===== src/rtl/pc_redirect_ctrl.sv =====
// Purpose : front-end PC redirect controller; merges branch and trap redirects,
//           defers the redirect behind an outstanding ibus fetch and squashes its response.
// Latency : 0 cycles when the ibus is idle (or its response lands the same cycle);
//           otherwise the redirect issues in the cycle the outstanding response returns.
// Backpressure: none upstream; a losing or ignored request is dropped, never queued.
// Ports:
//   clk, reset (sync, active-low)
//   br_redirect/br_target/stall_d   decode-stage redirect request, gated by stall_d
//   exc_redirect/exc_target         trap/xRET redirect request (highest priority)
//   fetch_busy/fetch_data_ok        ibus outstanding / response-returned status
//   redirect_valid/redirect_pc      load PC this cycle with the (halfword-aligned) target
//   flush_fd/flush_de/drop_resp     pipeline squash and fetch-response discard
//   redirect_cnt                    saturating count of issued redirects
module pc_redirect_ctrl #(
  parameter int CNT_W = 32
) (
  input  logic             clk,
  input  logic             reset,
  input  logic             br_redirect,
  input  logic [63:0]      br_target,
  input  logic             stall_d,
  input  logic             exc_redirect,
  input  logic [63:0]      exc_target,
  input  logic             fetch_busy,
  input  logic             fetch_data_ok,
  output logic             redirect_valid,
  output logic [63:0]      redirect_pc,
  output logic             flush_fd,
  output logic             flush_de,
  output logic             drop_resp,
  output logic [CNT_W-1:0] redirect_cnt
);

  typedef enum logic {IDLE, WAIT} state_t;

  state_t             state, state_n;
  logic [63:0]        pend_pc, pend_pc_n;
  logic               pend_exc, pend_exc_n;
  logic [CNT_W-1:0]   cnt;

  logic               br_q, ex_q, req;
  logic [63:0]        req_tgt, exc_tgt;

  assign br_q    = br_redirect & ~stall_d;
  assign ex_q    = exc_redirect;
  assign req     = br_q | ex_q;
  // Exception wins a same-cycle collision; the branch is simply lost.
  assign req_tgt = (ex_q ? exc_target : br_target) & ~64'h1;
  assign exc_tgt = exc_target & ~64'h1;

  always_comb begin
    state_n        = state;
    pend_pc_n      = pend_pc;
    pend_exc_n     = pend_exc;
    redirect_valid = 1'b0;
    redirect_pc    = 64'h0;
    flush_fd       = 1'b0;
    flush_de       = 1'b0;
    drop_resp      = 1'b0;
    // Everything stays quiet while reset is held, whatever the inputs do.
    if (reset) begin
      case (state)
        IDLE: begin
          if (req) begin
            flush_fd = 1'b1;
            flush_de = ex_q;
            if (!fetch_busy) begin
              redirect_valid = 1'b1;
              redirect_pc    = req_tgt;
            end else if (fetch_data_ok) begin
              // Stale response lands right now: kill it and redirect at once.
              redirect_valid = 1'b1;
              redirect_pc    = req_tgt;
              drop_resp      = 1'b1;
            end else begin
              pend_pc_n  = req_tgt;
              pend_exc_n = ex_q;
              state_n    = WAIT;
            end
          end
        end
        WAIT: begin
          // Fetch keeps running on the old path until its response is
          // discarded, so the F/D register is squashed every cycle here.
          // Branches are ignored: their instruction is already squashed.
          flush_fd = 1'b1;
          if (ex_q) begin
            flush_de   = 1'b1;
            pend_pc_n  = exc_tgt;
            pend_exc_n = 1'b1;
          end
          if (fetch_data_ok) begin
            drop_resp      = 1'b1;
            redirect_valid = 1'b1;
            redirect_pc    = ex_q ? exc_tgt : pend_pc;
            state_n        = IDLE;
          end
        end
        default: state_n = IDLE;
      endcase
    end
  end

  always_ff @(posedge clk) begin
    if (!reset) begin
      state    <= IDLE;
      pend_pc  <= 64'h0;
      pend_exc <= 1'b0;
      cnt      <= '0;
    end else begin
      state    <= state_n;
      pend_pc  <= pend_pc_n;
      pend_exc <= pend_exc_n;
      if (redirect_valid && (cnt != {CNT_W{1'b1}}))
        cnt <= cnt + {{(CNT_W-1){1'b0}}, 1'b1};
    end
  end

  assign redirect_cnt = reset ? cnt : '0;

endmodule


===== config.mk =====
export PLATFORM = sky130hd
export DESIGN_NAME = pc_redirect_ctrl
export DESIGN_NICKNAME = d
export VERILOG_FILES = /design/src/rtl/pc_redirect_ctrl.sv
export SDC_FILE = /design/constraint.sdc
export NUM_CORES = 1
export LEC_CHECK = 0
export BUFFER_PORTS_ARGS = -buffer_cell sky130_fd_sc_hd__buf_2
export CORE_UTILIZATION = 30
export DETAILED_ROUTE_END_ITERATION = 8
export PLACE_DENSITY = 0.61
export SLEW_MARGIN = 20
export SYNTH_ARGS = -nofsm -noshare
export SYNTH_HDL_FRONTEND = slang
export SYNTH_SLANG_ARGS = --single-unit
export TNS_END_PERCENT = 5

===== constraint.sdc =====
create_clock -name clk -period 2.07 [get_ports clk]
set_input_delay 0 -clock clk [delete_from_list [all_inputs] [get_ports clk]]
set_output_delay 0 -clock clk [all_outputs]
set_load 0.05 [all_outputs]

### Word-level counts from Yosys, hierarchy flattened

Index checks and enable logic that the tools add are counted.

* bitwise gates (word level): 4
* order comparisons: 0
* multipliers: 0
* equality and inequality tests: 4
* add/sub/neg operators: 1
* reductions and logical operators: 2
* divide/modulo/power cells: 0
* shift operators: 0
* mux-type cells: 33

Operators by type and width (count)
* $mux 64: 10
* $pmux 64 s2: 2
* $add 32x1->32 const B: 1
* $mux 32: 1
* $ne 32x32->1 const B: 1
* $mux 1: 15
* $pmux 1 s2: 5
* $ne 2x2->1 const B: 3
* $reduce_and 3->1: 1
* $not 1->1: 2
* $and 1x1->1: 1
* $logic_and 1x1->1: 1
* $or 1x1->1: 1

* memories: 0
* logic and storage cells: 47
* bits of input ports: 135
* bits in read-only memories: 0
* latch bits: 0
* output and inout bits: 100
* flip-flop bits (word level): 97
* bits in writable memories: 0

### Longest topological paths before layout

Gate-level depths: netlist (run 1).

* word-level depth: 7
* mapped depth: 9
* depth with buffers taken out: 6

### Worst setup path after synthesis (run 1)

OpenSTA, ideal clock, no wires.

* kind: register to output
* start point: register state
* end point: output redirect_pc[52]
* stages on the path, launching flop included: 9
* buffers on the path: 3
* arrival: 2.768 ns
* required time: 2.070 ns
* path slack: -0.698 ns
* path through: dfxtp_1 clkbuf_1 and3_1 clkbuf_1 nor2_1 inv_1 buf_1 nand2_1 a21oi_1

* longest elaborated chain between the ends: 3

RTL lines
* start: declaration: RTL line 36 `state_t state, state_n;`
* start signal: assignment: RTL line 111 `state <= state_n;`
* $not 1->1
* $pmux 64 s2 *: RTL line 62 `case (state)`
* $mux 64 *: RTL line 61 `if (reset) begin`
* end: declaration: RTL line 27 `output logic [63:0] redirect_pc,`

Every way passes the cells marked *; elsewhere a longest branch is shown, timed or not.

### Worst setup path after layout (run 1)

* start point: register cnt[1]
* end point: register cnt[24]

* longest elaborated chain between the ends: 2
* elaborated cells between the ends (all ways): 3
* classes of those cells: add/sub (1); eq/ne (1); reduce/logical (1)

RTL lines
* start: declaration: RTL line 39 `logic [CNT_W-1:0] cnt;`
* start signal: assignment: RTL line 115 `cnt <= cnt + {{(CNT_W-1){1'b0}}, 1'b1};`
* parallel branches: the longest is 2 deep, another holds $add 32x1->32

Parallel ways; which one is timed is not known.
A chain may end at the register's enable or synchronous reset.

==> results of run 1 <==
-- kinds of logic (layout without fill, tap and decap cells) --
logic type | Yosys count | count (layout) | synth area share, %
mux | 47 | 47 | 8.10
compound gates | 252 | 252 | 29.5
xor+xnor | 3 | 3 | 0.436
buf+inv | 102 | 421 | 6.56
simple gates | 301 | 301 | 23.0
flops | 97 | 97 | 32.2
fa+ha+maj | 1 | 1 | 0.208
-- routing by layer --
metal | up-vias | wire [um]
met3 | 50 | 1340
met4 | 0 | 617
met1 | 3432 | 10100
met5 | - | 0
met2 | 310 | 10800
li1 | 3635 | -
-- registers in the layout, indices dropped and copies added (netlist names) --
name,count
cnt,32
pend_pc,64
state,1
-- synth_stat cells, types with 7 or more instances --
cell type,count
a211oi_1,15
a21oi_1,70
a221oi_1,49
and2_1,26
and3_1,7
and4_1,7
buf_1,10
buf_2,10
clkbuf_1,55
dfxtp_1,97
inv_1,25
mux2_2,13
mux2i_1,33
nand2_1,67
nand3_1,17
nand4_1,11
nor2_1,137
nor3_1,7
o21ai_0,31
o221ai_1,49
o22ai_1,14
-- repair_timing --
item	CTS	global route
setup endpoints to repair	56	70
pin swaps	0	4
buffers inserted	2	1
hold buffers	86	0
gates resized for setup	7	99
endpoints found under the hold margin	50	0
cloned	0	1
-- cell type report --
cell class / count / area, um^2
clock buffer: 11 / 233
clock inverter: 3 / 67.6
fill: 1867 / 10100
inverter: 27 / 104
multi-input combinational: 604 / 3970
sequential: 97 / 1940
tap: 265 / 332
timing repair buffer: 380 / 2810
-- final timing paths --
path	start	to
worst max-delay path	cnt[1]$_SDFFE_PN0P_	cnt[24]$_SDFFE_PN0P_
worst min-delay path	exc_target[45]	pend_pc[45]$_SDFFE_PN0P_
worst max register to register	cnt[1]$_SDFFE_PN0P_	cnt[24]$_SDFFE_PN0P_
worst min register to register	pend_pc[37]$_SDFFE_PN0P_	pend_pc[37]$_SDFFE_PN0P_
-- report_power, final --
| group | leakage, nW | switching (W) | internal, W |
|---|---|---|---|
| clock | 0.142 | 0.000716 | 0.00105 |
| combinational | 3.11 | 0.00101 | 0.000648 |
| sequential | 0.793 | 0.0000571 | 0.00198 |
| total | 4.05 | 0.00178 | 0.00367 |
-- critical path, stage by stage, from the launching register on --
cell and delay (ns):
dfxtp_1 0.34, ha_2 0.20, nand3_2 0.12, nor4_4 0.35
buf_4 0.19, nand3_1 0.11, nor4b_2 0.25, mux2_2 0.36
-- stage by stage --
step	utilization, %	area (um^2)	hold slack (ns)
after floorplan	-	6230	0.0785
after global placement	40.8	8000	0.310
after detailed placement	40.8	8000	0.316
after CTS	47.0	9200	0.000565
after global routing	48.3	9460	0.0175
final	48.3	9460	0.0153
==> impl_metrics.env, run 1 <==
export IMPL_clkTransAtPathRegs_ns=0.07
export IMPL_io_buffers=232
export IMPL_cts_max_level=3
export IMPL_syn_avg_cell_area_um2=7.50
export IMPL_grt_busiest_layer="met2"
export IMPL_firstDrtPassIters=5
export IMPL_syn_nets=939
export IMPL_area_growth_pct=57.0
export IMPL_clockRootBuffer="clkbuf_16"
export IMPL_ys_top_cells_by_area="dfxtp_1, nor2_1, a221oi_1"
export IMPL_start_util_pct=30.8
export IMPL_synthFlopType="dfxtp_1"
export IMPL_grt_max_degree=110
export IMPL_clockBufferDepth=2
export IMPL_ys_seq_elements=97
export IMPL_drt_wl_total_um=22800
export IMPL_drt_iter0_drc=509
export IMPL_maxSlewHeadroom_pct=55.3
export IMPL_hold_violations=0
export IMPL_grt_ovfl_total=0
export IMPL_drcViolationCount=0
export IMPL_rsz0062_at_grt="yes"
export IMPL_mostFrequentLayoutCell="buf_2"
export IMPL_netlist_instances=803
export IMPL_die_h_um=144
export IMPL_min_path_type="in -> reg"
export IMPL_clock_latency_ns=0.34
export IMPL_final_max_slew_violation_count=0
export IMPL_cts_tree="built"
export IMPL_io_pins=235
export IMPL_wl_per_cell_um=16.4
export IMPL_grt_pass1_wl_um=34100
export IMPL_synth_edf_count=0
export IMPL_crit_path_max_fanout=4
export IMPL_dieArea_um2=20700
export IMPL_power_w=0.00545
export IMPL_drive_above_1_share_pct=34.8
export IMPL_cp_start_kind="flip-flop"
export IMPL_grtUsageTotal_pct=20.7
export IMPL_power_density_nw_per_um2=576
export IMPL_dpl_cell_count=1283
export IMPL_nets=1255
export IMPL_synth_top_area_share_pct=32.2
export IMPL_status="completed"
export IMPL_numCtsBuffers=9
export IMPL_cp_arrival_ns=2.25
export IMPL_worst_slack_ns=0.0537
export IMPL_layout_common_cells="buf_2, nor2_1, dfxtp_1"
export IMPL_antenna_found_initial=0
export IMPL_row_count=51
export IMPL_place_ws_ns=-0.0726
export IMPL_antenna_cells=0
export IMPL_min_period_ns=2.02
export IMPL_required_ns=2.30
export IMPL_synth_area_um2=6030
export IMPL_die_w_um=144
export IMPL_ys_seq_area_share_pct=32.2
export IMPL_fin_crit_sh_pct=97.4
export IMPL_vdd_drop_max_mv=0.400
export IMPL_rr_worst_depth=7
export IMPL_antenna_left=0
export IMPL_fin_worst_skew_ns=0.00818
export IMPL_met2_usage_pct=33.5
export IMPL_met3_usage_pct=3.53
export IMPL_post_dp_hpwl_um=14100
export IMPL_hold_path_depth=3
export IMPL_num_vias=7427
export IMPL_synth_cell_types=49
export IMPL_fmax_mhz=496
export IMPL_grt_use_met1_pct=26.3
export IMPL_worst_pin_slew_ns=0.670
export IMPL_core_um2=19600
export IMPL_grt_pass1_vias=6881
export IMPL_drv_cap=0
export IMPL_cts_sinks=97
export IMPL_critPathKind="reg -> reg"
export IMPL_critical_path_endpoint_type="flip-flop"
export IMPL_p_leak_nw=4.05
export IMPL_synth_warnings=0
export IMPL_r2r_slack_ns=0.05
export IMPL_finalSetupViolCount=0
export IMPL_gp_congestion=0.814
export IMPL_layout_cells_non_filler=1387
export IMPL_fin_tns_setup_ns=0
export IMPL_yosys_area_top_type="dfxtp_1"
export IMPL_synthArstFlopShare_pct=0
export IMPL_viasPerCell=5.35
(Power assumes the default switching activity.)
==> run 2: changes to the inputs <==
--- a/config.mk
+++ b/config.mk
@@ -5,10 +5,11 @@
 export SDC_FILE = /design/constraint.sdc
 export NUM_CORES = 1
 export LEC_CHECK = 0
-export BUFFER_PORTS_ARGS = -buffer_cell sky130_fd_sc_hd__buf_2
+export ABC_AREA = 1
 export CORE_UTILIZATION = 30
 export DETAILED_ROUTE_END_ITERATION = 8
-export PLACE_DENSITY = 0.61
+export DONT_BUFFER_PORTS = 1
+export PLACE_DENSITY = 0.5
 export SLEW_MARGIN = 20
 export SYNTH_ARGS = -nofsm -noshare
 export SYNTH_HDL_FRONTEND = slang
==> run 2 against run 1 <==
Net effect:
- routed wire length grew 4.9%
- synthesized cell count grew 53%
- maximum frequency grew 2.6%
- synthesized area grew 16%
- via count grew 7.8%
- first-iteration DRC count shrank 6.9%
- critical path type is now reg -> out
- largest cell class unchanged
- largest power group unchanged
==> impl_metrics.env, run 2 <==
export IMPL_io_pins=235
export IMPL_min_path_type="in -> reg"
export IMPL_fin_worst_skew_ns=0.00873
export IMPL_io_buffers=0
export IMPL_ys_seq_area_share_pct=27.8
export IMPL_die_w_um=155
export IMPL_fin_tns_setup_ns=0
export IMPL_fmax_mhz=509
export IMPL_critPathKind="reg -> out"
export IMPL_largest_reg_flops=64
export IMPL_firstDrtPassIters=5
export IMPL_dpl_cell_area_um2=7840
export IMPL_grt_pass1_vias=7462
export IMPL_p_seq_share_pct=39.5
export IMPL_fin_crit_sh_pct=94.9
export IMPL_nets=1462
export IMPL_area_growth_pct=28.1
export IMPL_status="completed"
export IMPL_viasPerCell=4.87
export IMPL_antenna_left=0
export IMPL_crit_path_max_fanout=32
export IMPL_hold_end="pend_pc[42]$_SDFFE_PN0P_"
export IMPL_cts_sinks=97
export IMPL_synth_common_cells="nand2_1, inv_1, dfxtp_1, nor2_1, o21ai_0"
export IMPL_synth_fa_ha_area_share_pct=0.179
export IMPL_fin_hold_ws_ns=0.00137
export IMPL_muxShareOfSynthArea_pct=0
export IMPL_start_util_pct=30.7
export IMPL_clockRootBuffer="clkbuf_16"
export IMPL_synthArstFlopShare_pct=0
export IMPL_combinationalPowerShare_pct=26.2
export IMPL_swShare_pct=33.9
export IMPL_rr_endpoint="cnt[10]$_SDFFE_PN0P_"
export IMPL_hold_path_depth=6
export IMPL_power_density_nw_per_um2=574
export IMPL_syn_avg_cell_area_um2=5.70
export IMPL_ys_seq_elements=97
export IMPL_grt_ovfl_total=0
export IMPL_ys_top_cells_by_area="nand2_1, dfxtp_1, o21ai_0"
export IMPL_gp_congestion=0.846
export IMPL_grtUsageTotal_pct=19.7
export IMPL_wl_per_cell_um=14.5
export IMPL_num_vias=8006
export IMPL_cts_max_level=3
export IMPL_rsz0062_at_grt="no"
export IMPL_min_from="br_target[42]"
export IMPL_dieArea_um2=23900
export IMPL_synth_compound_area_share_pct=20.8
export IMPL_vdd_drop_max_mv=0.370
export IMPL_core_um2=22800
export IMPL_clockBufferDepth=2
export IMPL_cp_arrival_ns=1.96
export IMPL_post_dp_hpwl_um=15400
export IMPL_synth_area_um2=6990
export IMPL_synth_cell_types=33
export IMPL_required_ns=2.07
export IMPL_antenna_found_initial=1
export IMPL_drt_wl_total_um=23900
export IMPL_final_max_slew_violation_count=0
export IMPL_maxSlewHeadroom_pct=68.0
export IMPL_rr_worst_depth=9
export IMPL_drive_above_1_share_pct=10.7
export IMPL_die_h_um=155
export IMPL_cts_tree="built"
export IMPL_drt_iter0_drc=474
export IMPL_synthSimpleGateAreaFrac_pct=37.8
export IMPL_clkTransAtPathRegs_ns=0.07
export IMPL_cellInternalPower_w=0.00340
export IMPL_synth_warnings=0
export IMPL_synth_xor_area_share_pct=2.51
export IMPL_row_count=55
export IMPL_regMostFlops="pend_pc"
export IMPL_clock_latency_ns=0.35
export IMPL_design_area_um2=8960
export IMPL_top_regs="pend_pc: 64 flops, cnt: 32 flops, state: 1 flops"
export IMPL_min_period_ns=1.96
export IMPL_rr_startpoint="cnt[0]$_SDFFE_PN0P_"
export IMPL_yosys_area_top_type="nand2_1"
export IMPL_synth_top_area_share_pct=28.9
export IMPL_finalSetupViolCount=0
export IMPL_layout_common_cells="nand2_1, inv_1, nor2_1, dfxtp_1, o21ai_0"
export IMPL_drcViolationCount=0
export IMPL_grt_pass1_wl_um=38100
export IMPL_netlist_instances=1227
export IMPL_synthFlopType="dfxtp_1"
export IMPL_worst_pin_slew_ns=0.480
export IMPL_numCtsBuffers=9
export IMPL_grt_max_degree=106
export IMPL_mostFrequentLayoutCell="nand2_1"
export IMPL_synth_edf_count=0
export IMPL_cp_start_kind="flip-flop"
export IMPL_r2r_slack_ns=0.26
export IMPL_hold_violations=0
export IMPL_switching_power_w=0.00174
export IMPL_critical_path_endpoint_type="primary output"
export IMPL_synth_top_family_by_area="simple AND/OR/NAND/NOR gates"
export IMPL_syn_nets=1363
export IMPL_yosysMostFrequentCell="nand2_1"
export IMPL_p_leak_nw=4.20
export IMPL_clkPwrFrac_pct=34.3
export IMPL_drv_cap=0
run 2: changes by cell type after synthesis, sizes merged, moves of 15 or more:
cell | before | now
nand2 | 67 | 542
inv | 27 | 106
o21ai | 32 | 95
a221oi | 49 | 0
o221ai | 49 | 0
o22ai | 14 | 58
mux2i | 33 | 0
nor2 | 138 | 107
and2 | 26 | 0
a21oi | 70 | 47
a21boi | 0 | 21
buf | 20 | 35
run 2: routing by layer:
| layer | global-route usage [%] | vias to the layer above | share of wire, % |
|---|---|---|---|
| met5 | 0 | - | 0 |
| met4 | 6.03 | 0 | 2.1 |
| met3 | 4.09 | 28 | 5.3 |
| met2 | 32.0 | 197 | 45 |
| met1 | 26.0 | 3660 | 48 |
| li1 | - | 4121 | - |
run 2: how the worst max path moves through the flow:
stage | startpoint | to | slack [ns] | cells past startpoint
2_1_floorplan | state$_SDFF_PN0_ | drop_resp | 0.1 | 4
3_3_place_gp | state$_SDFF_PN0_ | pend_pc[12]$_SDFFE_PN0P_ | 0.23 | 6
3_5_place_dp | state$_SDFF_PN0_ | pend_pc[39]$_SDFFE_PN0P_ | 0.17 | 6
4_1_cts | state$_SDFF_PN0_ | redirect_pc[40] | 0.09 | 5
5_1_grt | state$_SDFF_PN0_ | redirect_pc[40] | 0.02 | 5
6_report | state$_SDFF_PN0_ | redirect_pc[62] | 0.11 | 5
run 2: worst max-delay path, stage by stage, from the launching register on:
cell     delay, ns
dfxtp_1       0.49
buf_4         0.22
nand3_2       0.07
buf_4         0.27
o22ai_1       0.29
buf_4         0.25
run 2: logic make-up after synthesis:
family                   after synthesis
AO/OA/AOI/OAI                        247
XOR/XNOR                              20
adder cells (fa/ha/maj)                1
buffers and inverters                185
flip-flops                            97
AND/OR/NAND/NOR                      677
run 2: metrics by stage:
step | power (W) | setup WS, ns | util (%) | instances
2_1_floorplan | 0.00299 | 0.0994 | - | 1227
3_3_place_gp | 0.00325 | 0.233 | 34.4 | 1549
3_5_place_dp | 0.00326 | 0.170 | 34.4 | 1549
4_1_cts | 0.00522 | 0.0853 | 39.3 | 1644
5_1_grt | 0.00544 | 0.0246 | 39.3 | 1645
6_report | 0.00514 | 0.105 | 39.3 | 1645
run 2: repair_timing:
item | 4_1_cts | 5_1_grt
hold buffers | 79 | 0
hold endpoints to repair | 62 | 0
buffers inserted | 0 | 0
gates resized for setup | 0 | 1
setup endpoints to repair | 0 | 6
run 2: layout make-up:
| cell class | instances | area [um^2] |
|---|---|---|
| Fill cell | 2482 | 13800 |
| Multi-Input combinational cell | 945 | 4340 |
| Timing Repair Buffer | 167 | 1570 |
| Clock inverter | 6 | 75.1 |
| Clock buffer | 10 | 229 |
| Sequential cell | 97 | 1940 |
| Tap cell | 313 | 392 |
| Antenna cell | 1 | 2.50 |
| Inverter | 106 | 402 |
run 2: power groups by stage:
stage               logic [W]  registers, W  clock network, W
finish                0.00135       0.00203           0.00177
global route          0.00148       0.00204           0.00191
CTS                   0.00135       0.00203           0.00184
detailed placement    0.00119       0.00207                 0
global placement      0.00118       0.00207                 0
floorplan            0.000934       0.00205                 0
==> run 3: changes to the inputs <==
--- a/config.mk
+++ b/config.mk
@@ -10,7 +10,8 @@
 export DETAILED_ROUTE_END_ITERATION = 8
 export DONT_BUFFER_PORTS = 1
 export PLACE_DENSITY = 0.5
-export SLEW_MARGIN = 20
+export RECOVER_POWER = 100
+export SLEW_MARGIN = 10
 export SYNTH_ARGS = -nofsm -noshare
 export SYNTH_HDL_FRONTEND = slang
 export SYNTH_SLANG_ARGS = --single-unit
==> run 3 against run 2 <==
Net effect:
- sequential share of layout area grew 0.54 points
- cell area shrank 2.4%
- combinational power shrank 4%
- non-clock buffer count is the same
- critical endpoint is now redirect_pc[63]
==> impl_metrics.env, run 3 (synthesized netlist as in run 2, its figures left out) <==
export IMPL_clock_latency_ns=0.35
export IMPL_dieArea_um2=23900
export IMPL_clkTransAtPathRegs_ns=0.07
export IMPL_grt_ovfl_total=0
export IMPL_cts_max_level=3
export IMPL_met3_usage_pct=4.09
export IMPL_hold_violations=0
export IMPL_grt_pass1_wl_um=38100
export IMPL_io_buffers=0
export IMPL_fin_tns_setup_ns=0
export IMPL_path_common_cell="buf_4"
export IMPL_drt_iter0_drc=495
export IMPL_top_regs="pend_pc: 64 flops, cnt: 32 flops, state: 1 flops"
export IMPL_wl_per_cell_um=14.5
export IMPL_grtUsageTotal_pct=19.7
export IMPL_combinationalPowerShare_pct=25.4
export IMPL_start_util_pct=30.7
export IMPL_antenna_found_initial=1
export IMPL_grt_busiest_layer="met2"
export IMPL_place_ws_ns=0.170
export IMPL_drive_above_1_share_pct=9.92
export IMPL_maxSlewHeadroom_pct=67.2
export IMPL_critPathKind="reg -> out"
export IMPL_cp_start_kind="flip-flop"
export IMPL_row_count=55
export IMPL_regMostFlops="pend_pc"
export IMPL_crit_path_max_fanout=32
export IMPL_fin_hold_ws_ns=0.00260
export IMPL_clockBufferDepth=2
export IMPL_die_h_um=155
export IMPL_p_seq_share_pct=39.8
export IMPL_p_leak_nw=4.14
export IMPL_final_core_util_pct=38.4
export IMPL_worst_pin_slew_ns=0.493
export IMPL_min_path_type="in -> reg"
export IMPL_critical_path_endpoint_type="primary output"
export IMPL_viasPerCell=4.86
export IMPL_worst_slack_ns=0.0755
export IMPL_swShare_pct=34.1
export IMPL_mostFrequentLayoutCell="nand2_1"
export IMPL_num_vias=7998
export IMPL_numCtsBuffers=9
export IMPL_gp_congestion=0.846
export IMPL_area_growth_pct=25.0
export IMPL_rsz0062_at_grt="no"
export IMPL_cts_tree="built"
export IMPL_met2_usage_pct=32.0
export IMPL_fin_worst_skew_ns=0.0129
export IMPL_io_pins=235
export IMPL_drv_cap=0
export IMPL_cp_arrival_ns=1.99
export IMPL_fin_crit_sh_pct=96.4
export IMPL_required_ns=2.07
export IMPL_largest_reg_flops=64
export IMPL_final_max_slew_violation_count=0
export IMPL_status="completed"
export IMPL_vdd_drop_max_mv=0.370
export IMPL_drt_wl_total_um=23800
export IMPL_grt_use_met1_pct=26.0
export IMPL_cts_sinks=97
export IMPL_grt_pass1_vias=7462
export IMPL_grt_max_degree=106
export IMPL_drcViolationCount=0
export IMPL_cp_slowest_stage_delay_ns=0.48
export IMPL_clockRootBuffer="clkbuf_16"
export IMPL_fmax_mhz=501
export IMPL_nets=1462
export IMPL_antenna_left=0
export IMPL_cellInternalPower_w=0.00336
export IMPL_post_dp_hpwl_um=15400
export IMPL_clkPwrFrac_pct=34.7
export IMPL_finalSetupViolCount=0
export IMPL_die_w_um=155
export IMPL_cp_cell_sequence="buf_4 -> nand3_2 -> buf_4 -> o22ai_1 -> buf_2"
export IMPL_firstDrtPassIters=5
export IMPL_power_density_nw_per_um2=583
export IMPL_cp_slowest_cell="dfxtp_1"
export IMPL_switching_power_w=0.00174
export IMPL_core_um2=22800
export IMPL_min_period_ns=1.99
export IMPL_layout_common_cells="nand2_1, inv_1, nor2_1, dfxtp_1, o21ai_0"
-- run 3: cell count changes in the layout (fill, tap and decap cells not counted), sizes merged --
| cell | delta |
|---|---|
| buf | -47 |
| clkbuf | +47 |
-- run 3: power groups by stage --
| stage | logic (W) | registers (W) | clock network [W] |
|---|---|---|---|
| after floorplan | 0.000934 | 0.00205 | 0 |
| after global placement | 0.00118 | 0.00207 | 0 |
| after detailed placement | 0.00119 | 0.00207 | 0 |
| after CTS | 0.00135 | 0.00203 | 0.00184 |
| after global routing | 0.00143 | 0.00204 | 0.00191 |
| final | 0.00130 | 0.00203 | 0.00177 |
-- run 3: routing by layer --
metal	vias to the layer above	part of all wire [%]
li1	4123	-
met1	3635	48
met2	212	45
met3	28	5.6
met4	0	2.1
met5	-	0
-- run 3: cell type report --
cell class              instances  area [um^2]
diodes                          1         2.50
well taps                     313          392
fillers                      2524        14000
multi-input cells             945         4320
repair buffers                167         1380
inverters                     106          402
clock buffers                  10          229
flip-flops and latches         97         1940
clock inverters                 6         75.1
-- run 3: per-stage QoR --
step	power, W	area, um^2	instances
2_1_floorplan	0.00299	7000	1227
3_3_place_gp	0.00325	7840	1549
3_5_place_dp	0.00326	7840	1549
4_1_cts	0.00522	8950	1644
5_1_grt	0.00538	8740	1645
6_report	0.00510	8740	1645
-- run 3: worst max-delay path: cells and delay by family (launching register included) --
family / cells / cell delay [ns]
and+or+nand+nor: 1 / 0.07
DFF: 1 / 0.48
AOI/OAI and AO/OA: 1 / 0.27
buffers and inverters: 3 / 0.80
-- run 3: path summary, 6_finish.rpt --
path	startpoint	endpoint	slack, ns	cells past startpoint
worst max-delay path	state$_SDFF_PN0_	redirect_pc[63]	0.08	5
worst min-delay path	br_target[42]	pend_pc[42]$_SDFFE_PN0P_	0.003	6
worst max register to register	cnt[0]$_SDFFE_PN0P_	cnt[10]$_SDFFE_PN0P_	0.21	9
worst min register to register	pend_pc[25]$_SDFFE_PN0P_	pend_pc[25]$_SDFFE_PN0P_	0.46	2
-- run 3: timing repair --
| action | 4_1_cts | 5_1_grt |
|---|---|---|
| hold buffers | 79 | 0 |
| setup buffers | 0 | 0 |
| hold endpoints to repair | 62 | 0 |
| resized for setup | 0 | 1 |
| setup endpoints to repair | 0 | 6 |
